===== src/rtl/xgmii_frame_monitor.sv =====
`default_nettype none
// +----------------------------------------------------------------------------+
// | xgmii_frame_monitor                                                        |
// | Passive 64-bit XGMII receive checker: frame length, good/bad, counters.    |
// | Revision: 1.0                                                              |
// +----------------------------------------------------------------------------+
module xgmii_frame_monitor #(
   parameter int MIN_LEN = 71,
   parameter int MAX_LEN = 1525
) (
   input  logic        clk,
   input  logic        rst_n,
   input  logic        clr_i,
   input  logic [63:0] xge_rxd_i,
   input  logic [7:0]  xge_rxc_i,
   output logic        frame_done_o,
   output logic        frame_good_o,
   output logic [15:0] last_len_o,
   output logic [31:0] good_cnt_o,
   output logic [31:0] bad_cnt_o,
   output logic [15:0] proto_err_cnt_o
);

   localparam logic [7:0]  C_CH_S   = 8'hFB;
   localparam logic [7:0]  C_CH_T   = 8'hFD;
   localparam logic [15:0] C_MIN    = MIN_LEN[15:0];
   localparam logic [15:0] C_MAX    = MAX_LEN[15:0];
   localparam logic [15:0] C_SAT    = 16'hFFFF;

   typedef enum logic [0:0] {
      ST_IDLE     = 1'b0,
      ST_IN_FRAME = 1'b1
   } state_t;

   state_t      r_state;
   state_t      w_state_nxt;
   logic [15:0] r_len;
   logic        r_bad;

   logic [7:0]  w_is_t;
   logic        w_s0;
   logic        w_s4;
   logic        w_t_any;
   logic        w_t_lo;
   logic        w_t_hi;
   logic [2:0]  w_t_lane;
   logic [7:0]  w_below_t;

   logic [15:0] w_len_nxt;
   logic        w_bad_nxt;
   logic        w_close;
   logic [15:0] w_close_len;
   logic        w_close_bad;
   logic        w_good;
   logic        w_proto;

   function automatic logic [15:0] sat_add(input logic [15:0] a, input logic [3:0] b);
      logic [16:0] s;
      s = {1'b0, a} + {13'd0, b};
      return s[16] ? C_SAT : s[15:0];
   endfunction

   for (genvar g = 0; g < 8; g++) begin : g_lane
      assign w_is_t[g] = xge_rxc_i[g] && (xge_rxd_i[8*g +: 8] == C_CH_T);
   end

   assign w_s0    = xge_rxc_i[0] && (xge_rxd_i[7:0]   == C_CH_S);
   assign w_s4    = xge_rxc_i[4] && (xge_rxd_i[39:32] == C_CH_S);
   assign w_t_any = |w_is_t;
   assign w_t_lo  = |w_is_t[3:0];
   assign w_t_hi  = |w_is_t[7:5];

   // Lowest-numbered /T/ is the one that terminates: it is first on the wire.
   always_comb begin
      w_t_lane = 3'd0;
      for (int k = 7; k >= 0; k--) begin
         if (w_is_t[k]) begin
            w_t_lane = 3'(k);
         end
      end
   end

   assign w_below_t = (8'd1 << w_t_lane) - 8'd1;

   always_comb begin
      w_state_nxt = r_state;
      w_len_nxt   = r_len;
      w_bad_nxt   = r_bad;
      w_close     = 1'b0;
      w_close_len = r_len;
      w_close_bad = 1'b0;
      w_proto     = 1'b0;
      case (r_state)
         ST_IDLE: begin
            if (w_s0) begin
               if (w_t_any) begin
                  w_close     = 1'b1;
                  w_close_len = {13'd0, w_t_lane} - 16'd1;
                  w_close_bad = 1'b1;
                  w_len_nxt   = 16'd0;
                  w_bad_nxt   = 1'b0;
               end else begin
                  w_state_nxt = ST_IN_FRAME;
                  w_len_nxt   = 16'd7;
                  w_bad_nxt   = |xge_rxc_i[7:1];
               end
            end else if (w_s4) begin
               // A /T/ ahead of the /S/ is still outside any frame.
               w_proto = w_t_lo;
               if (w_t_hi && !w_t_lo) begin
                  w_close     = 1'b1;
                  w_close_len = {13'd0, w_t_lane} - 16'd5;
                  w_close_bad = 1'b1;
                  w_len_nxt   = 16'd0;
                  w_bad_nxt   = 1'b0;
               end else begin
                  w_state_nxt = ST_IN_FRAME;
                  w_len_nxt   = 16'd3;
                  w_bad_nxt   = |xge_rxc_i[7:5];
               end
            end else if (w_t_any) begin
               w_proto = 1'b1;
            end
         end
         ST_IN_FRAME: begin
            if (w_s0) begin
               w_close     = 1'b1;
               w_close_len = r_len;
               w_close_bad = 1'b1;
               w_len_nxt   = 16'd7;
               w_bad_nxt   = |xge_rxc_i[7:1];
            end else if (w_s4 && !w_t_lo) begin
               // Restart mid-word: lanes 0..3 still belong to the old frame.
               w_close     = 1'b1;
               w_close_len = sat_add(r_len, 4'd4);
               w_close_bad = 1'b1;
               w_len_nxt   = 16'd3;
               w_bad_nxt   = |xge_rxc_i[7:5];
            end else if (w_t_any) begin
               w_close     = 1'b1;
               w_close_len = sat_add(r_len, {1'b0, w_t_lane});
               w_close_bad = r_bad | (|(xge_rxc_i & w_below_t));
               if (w_s4) begin
                  w_len_nxt = 16'd3;
                  w_bad_nxt = |xge_rxc_i[7:5];
               end else begin
                  w_state_nxt = ST_IDLE;
                  w_len_nxt   = 16'd0;
                  w_bad_nxt   = 1'b0;
               end
            end else begin
               w_len_nxt = sat_add(r_len, 4'd8);
               w_bad_nxt = r_bad | (|xge_rxc_i);
            end
         end
         default: begin
            w_state_nxt = ST_IDLE;
            w_len_nxt   = 16'd0;
            w_bad_nxt   = 1'b0;
         end
      endcase
   end

   assign w_good = !w_close_bad && (w_close_len >= C_MIN) && (w_close_len <= C_MAX);

   always_ff @(posedge clk or negedge rst_n) begin
      if (!rst_n) begin
         r_state <= ST_IDLE;
      end else begin
         r_state <= w_state_nxt;
      end
   end

   always_ff @(posedge clk or negedge rst_n) begin
      if (!rst_n) begin
         r_len           <= 16'd0;
         r_bad           <= 1'b0;
         frame_done_o    <= 1'b0;
         frame_good_o    <= 1'b0;
         last_len_o      <= 16'd0;
         good_cnt_o      <= 32'd0;
         bad_cnt_o       <= 32'd0;
         proto_err_cnt_o <= 16'd0;
      end else begin
         r_len        <= w_len_nxt;
         r_bad        <= w_bad_nxt;
         frame_done_o <= w_close;
         frame_good_o <= w_close & w_good;
         // Clear wins over a same-cycle close; the pulse above still fires.
         if (clr_i) begin
            last_len_o      <= 16'd0;
            good_cnt_o      <= 32'd0;
            bad_cnt_o       <= 32'd0;
            proto_err_cnt_o <= 16'd0;
         end else begin
            if (w_close) begin
               last_len_o <= w_close_len;
               if (w_good) begin
                  good_cnt_o <= good_cnt_o + 32'd1;
               end else begin
                  bad_cnt_o <= bad_cnt_o + 32'd1;
               end
            end
            if (w_proto && (proto_err_cnt_o != C_SAT)) begin
               proto_err_cnt_o <= proto_err_cnt_o + 16'd1;
            end
         end
      end
   end

endmodule
`default_nettype wire


===== config.mk =====
export PLATFORM = sky130hd
export DESIGN_NAME = xgmii_frame_monitor
export DESIGN_NICKNAME = d
export VERILOG_FILES = /design/src/rtl/xgmii_frame_monitor.sv
export SDC_FILE = /design/constraint.sdc
export NUM_CORES = 1
export LEC_CHECK = 0
export CAP_MARGIN = 5
export CORE_MARGIN = 1.5
export CORE_UTILIZATION = 52
export DETAILED_ROUTE_END_ITERATION = 10
export PLACE_DENSITY = 0.81
export SYNTH_ARGS = -nofsm -noshare
export SYNTH_HDL_FRONTEND = slang
export SYNTH_SLANG_ARGS = --single-unit

===== constraint.sdc =====
create_clock -name clk -period 5.52 [get_ports clk]
set_clock_uncertainty 0.05 [all_clocks]
set_input_delay 1.656 -clock clk [delete_from_list [all_inputs] [get_ports clk]]
set_output_delay 1.656 -clock clk [all_outputs]
set_load 0.01 [all_outputs]

# Word-level counts from Yosys, hierarchy flattened
# Index checks and enable logic that the tools add are counted.
[word_totals]
register_bits = 116
input_bits = 75
[classes]
shifts = 1
mux = 70
n_lt_le_gt_ge = 2
n_reduce_logical = 29
bitwise = 5
n_eq_ne = 13
addsub = 9
[op_table]
columns = ["cell", "n"]
rows = [
  ["16-bit two-way mux", 19],
  ["32-bit two-way mux", 6],
  ["8-bit == test (second input constant)", 10],
  ["32-bit by 1-bit adder with 32-bit output (second input constant)", 2],
  ["16-bit case mux with 2 select lines", 2],
  ["1-bit two-way mux", 28],
  ["3-bit two-way mux", 9],
  ["8-bit OR reduction", 3],
  ["16-bit by 3-bit adder with 17-bit output", 1],
  ["16-bit by 3-bit adder with 17-bit output (second input constant)", 1],
  ["16-bit by 4-bit adder with 17-bit output (second input constant)", 1],
  ["16-bit by 1-bit adder with 16-bit output (second input constant)", 1],
  ["16-bit by 7-bit greater-or-equal comparator with 1-bit output (second input constant)", 1],
  ["16-bit by 11-bit less-or-equal comparator with 1-bit output (second input constant)", 1],
  ["16-bit inequality test (second input constant)", 1],
  ["1-bit logical AND", 15],
  ["8-bit AND", 1],
  ["1-bit case mux with 2 select lines", 4],
  ["1-bit by 3-bit << shifter with 8-bit output (first input constant)", 1],
  ["8-bit by 1-bit subtractor with 8-bit output (second input constant)", 1],
  ["7-bit OR reduction", 1],
  ["2-bit nonzero test", 3],
  ["3-bit OR reduction", 2],
  ["2-bit two-way mux", 2],
  ["other kinds (10)", 13],
]

# Longest topological paths before layout
[logic_depth]
word_depth = 25
mapped_depth = 22
mapped_depth_nobuf = 19

# Worst setup path after synthesis
# Ideal clock, no wire load.
[synth_path]
kind = "input -> register"
from = "input xge_rxc_i[4]"
to = "register good_cnt_o[31]"
arrival_ns = 6.054
cell_stages = 19
slack_ns = -0.662
path_buffers = 1
t_required_ns = 5.392
path_cell_list = "nand4_1 > or4_4 > a31oi_1 > or2_2 > inv_1 > ha_1 > fa_1 > a21oi_1 > nor3_1 > a31oi_1 > o21ai_1 > a2111oi_0 > a211oi_1 > nor3b_1 > nand4_1 > a211o_1 > buf_2 > or4_1 > a21oi_1"
[synth_between]
elab_chain_cells = 20
elab_cells_between_ends = 44
[synth_lines]
columns = ["element", "line", "source"]
rows = [
  ["start: declaration", "15", "input logic [7:0] xge_rxc_i,"],
  ["branches (longest 19 deep; another with 16-bit by 3-bit adder with 17-bit output)", "--", ""],
  ["2-bit AND reduction (no source line) (*)", "--", ""],
  ["end signal: assignment", "199", "good_cnt_o <= good_cnt_o + 32'd1;"],
  ["end: declaration", "19", "output logic [31:0] good_cnt_o,"],
]
# Mark *: on every way between the ends.
# A chain may end at the register's enable or synchronous reset.

# Worst setup path in the final report
[layout_path]
from = "input xge_rxc_i[4]"
to = "register good_cnt_o[14]"
# Same word-level chain as after synthesis.

==> results.tsv <==
metric	value	unit
status	complete, but fails checks	
violations	setup timing	
routedWlPerCell	23.9	um
multi_input_area	5470	sq um
final-hold-violation-count	0	
leakagePower	0.00506	uW
antennaDiodeCount	0	
numCtsBuffers	17	
path_clk_slew	0.06	ns
hp-class	flop to flop	
antenna_found_initial	1	
place_area	11100	sq um
rows	45	
fin_area	12700	sq um
finalCritPeriodShare	110	%
synth.yosys.seq_area_share	35.8	%
syn_area_per_cell	8.03	sq um
whs_endpoint	last_len_o[11]	
final_layout_size_suffix_gt1_share	30.8	%
syn_area	8040	sq um
synth_cells	1002	
wl_met3	4170	um
reg2reg_to	good_cnt_o[14]	
start_util	53.1	%
setup_ws	-0.545	ns
cts_root_buf	clkbuf_16	
r2r-start	r_len[2]	
wl_met2	16400	um
drc_errors	0	
portBuffers	172	
grt_setup_unrepaired	true	
die_h	127	um
synth_cell_types	75	
dr.pass1.iters	6	
die_w	127	um
grt_pass1_vias	9828	
drv_cap	0	
highest_layer	met4	
dp_hpwl	20900	um
min-delay-start	last_len_o[11]	
cp.required	5.79	ns
ys_seq_elements	115	
cts_max_level	4	
setup_viol	64	
core_area	15100	sq um
clock_latency	0.43	ns
max_freq	0.165	GHz
die-area	16200	sq um
period_needed	6.07	ns
vias	10700	
power_per_cell_area	226	nW/um^2
grt_use_total	40.2	%
grt_max_degree	55	
grt_pass1_wl	51800	um
cp-end-kind	flop	
crit_type	input pin to flop	
utilization	83.7	%
finalHoldWorstSlack	0.486	ns
yosysWarningCount	0	
ff_latch_area	2880	sq um
gp_congestion	1.07	
synthArstFlopShare	100	%
fillers	884	
tightestPinTransition	1.05	ns
wirelength	36300	um
clock-sinks	115	
ant_nets	0	
worstSetupStartpointType	input pin	
cp.arrival	6.34	ns
clk_path_buf_depth	2	
wl_met1	13400	um
whs_path_depth	2	
r2r_setup_slack	0.86	ns
critPathMaxFanout	7	
dp_slack	-1.24	ns
fin_nets	1406	
grt.overflow.total	0	
drt-vias-per-instance	7.08	
synth_ff_type	dfrtp_1	
cts_tree	built	
peakVddDrop	0.250	mV
mostFrequentLayoutCells	buf_4 (169), dfrtp_1 (115), clkdlybuf4s50_1 (103)	
final_common_cell	buf_4	
syn_nets	1091	
finalPower	2870	uW
slew_violations	0	
pin_count	173	
synth_edf_count	0	
max_slew_margin	29.4	%
dr.first_iter.drc_count	1619	
synthToLayoutAreaGrowth	57.6	%
reg2reg_depth	15	
-- sequential cells by signal, indices dropped and copies added (netlist names) --
signal           count
good_cnt_o          32
r_len               15
frame_done_o         1
r_state              1
last_len_o          16
bad_cnt_o           32
proto_err_cnt_o     16
frame_good_o         1
r_bad                1
-- how the worst max path moves through the flow --
stage          cells past startpoint             end     startpoint  slack, ns
4_1_cts                           20  good_cnt_o[14]  xge_rxd_i[37]      -0.22
5_1_grt                           21  good_cnt_o[14]   xge_rxc_i[4]      -0.68
3_5_place_dp                      20  good_cnt_o[12]   xge_rxc_i[4]      -1.24
6_report                          26  good_cnt_o[14]   xge_rxc_i[4]      -0.55
3_3_place_gp                      20  good_cnt_o[20]   xge_rxc_i[4]      -1.09
2_1_floorplan                     19  good_cnt_o[31]   xge_rxc_i[4]      -0.28
-- worst max-delay path, stage by stage --
cell and delay, ns:
buf_6 0.07, nand4_1 0.14, buf_4 0.16, buf_4 0.12, buf_4 0.12, buf_4 0.12, buf_4 0.12, buf_4 0.12
buf_4 0.12, buf_4 0.13, nor4b_2 0.28, buf_4 0.20, buf_4 0.13, a41oi_1 0.05, buf_4 0.17, buf_4 0.15
o211ai_1 0.33, o211ai_1 0.16, o211ai_1 0.26, buf_4 0.19, a311oi_4 0.05, a211o_4 0.41, buf_12 0.15, buf_16 0.14
or4_1 0.52, a21oi_1 0.25
-- cell type report --
class | count | area share, %
multi-input cells | 787 | 43.2
repair buffers | 372 | 27.0
clock buffers | 17 | 3.35
inverters | 24 | 0.730
well taps | 188 | 1.85
clock inverters | 15 | 1.16
flip-flops and latches | 115 | 22.7
-- timing repair --
item,CTS,global route
gates resized for setup,223,79
endpoints found under the hold margin,0,0
setup endpoints to repair,65,65
setup buffers,28,12
gates cloned,9,3
pin swaps,66,44
hold buffers,0,0
-- power breakdown --
part | switching [uW] | leakage (uW) | internal (uW)
logic | 434 | 0.00319 | 393
clock network | 468 | 0.000273 | 630
registers | 68.1 | 0.00159 | 879
total | 970 | 0.00506 | 1900
-- stage by stage --
stage / setup TNS [ns] / std cells
CTS: -6.58 / 1503
detailed placement: -68.82 / 1435
floorplan: -7.87 / 1002
global route: -33.63 / 1518
global placement: -64.33 / 1435
finish: -22.26 / 1518
-- kinds of logic after synthesis --
logic type	share of synthesized area, %
xor gates and xnor gates	1.96
adders and majority gates	2.27
muxes	0.669
DFF	35.8
and+or+nand+nor	29.3
AOI/OAI and AO/OA	25.0
buffers and inverters	5.04
-- routing by layer --
metal / vias to the layer above / global-route usage [%]
li1: 4480 / -
met1: 5043 / 52.0
met2: 981 / 65.5
met3: 245 / 7.75
met4: 0 / 18.2
met5: - / 0
-- synthesized netlist by cell type (9+ instances only) --
master | number | area share [%]
o21ai_0 | 54 | 3.4
nand3_1 | 59 | 3.7
and3_1 | 24 | 1.9
nor4_1 | 10 | 0.78
and2_1 | 9 | 0.70
a31oi_1 | 10 | 0.78
or3_1 | 10 | 0.78
nand4_1 | 45 | 3.5
a211oi_1 | 16 | 1.5
buf_2 | 14 | 0.87
o31ai_1 | 50 | 4.7
inv_1 | 23 | 1.1
xnor2_1 | 9 | 0.98
nor2_1 | 75 | 3.5
clkbuf_1 | 53 | 2.5
xor2_1 | 9 | 0.98
or4_1 | 53 | 4.9
o211ai_1 | 9 | 0.84
and4_1 | 10 | 1.1
dfrtp_1 | 115 | 36
nand2_1 | 98 | 4.6
nor3_1 | 19 | 1.2
ha_1 | 13 | 2.0
a21oi_1 | 102 | 6.3
No activity file was read; power rests on OpenSTA's default activity.
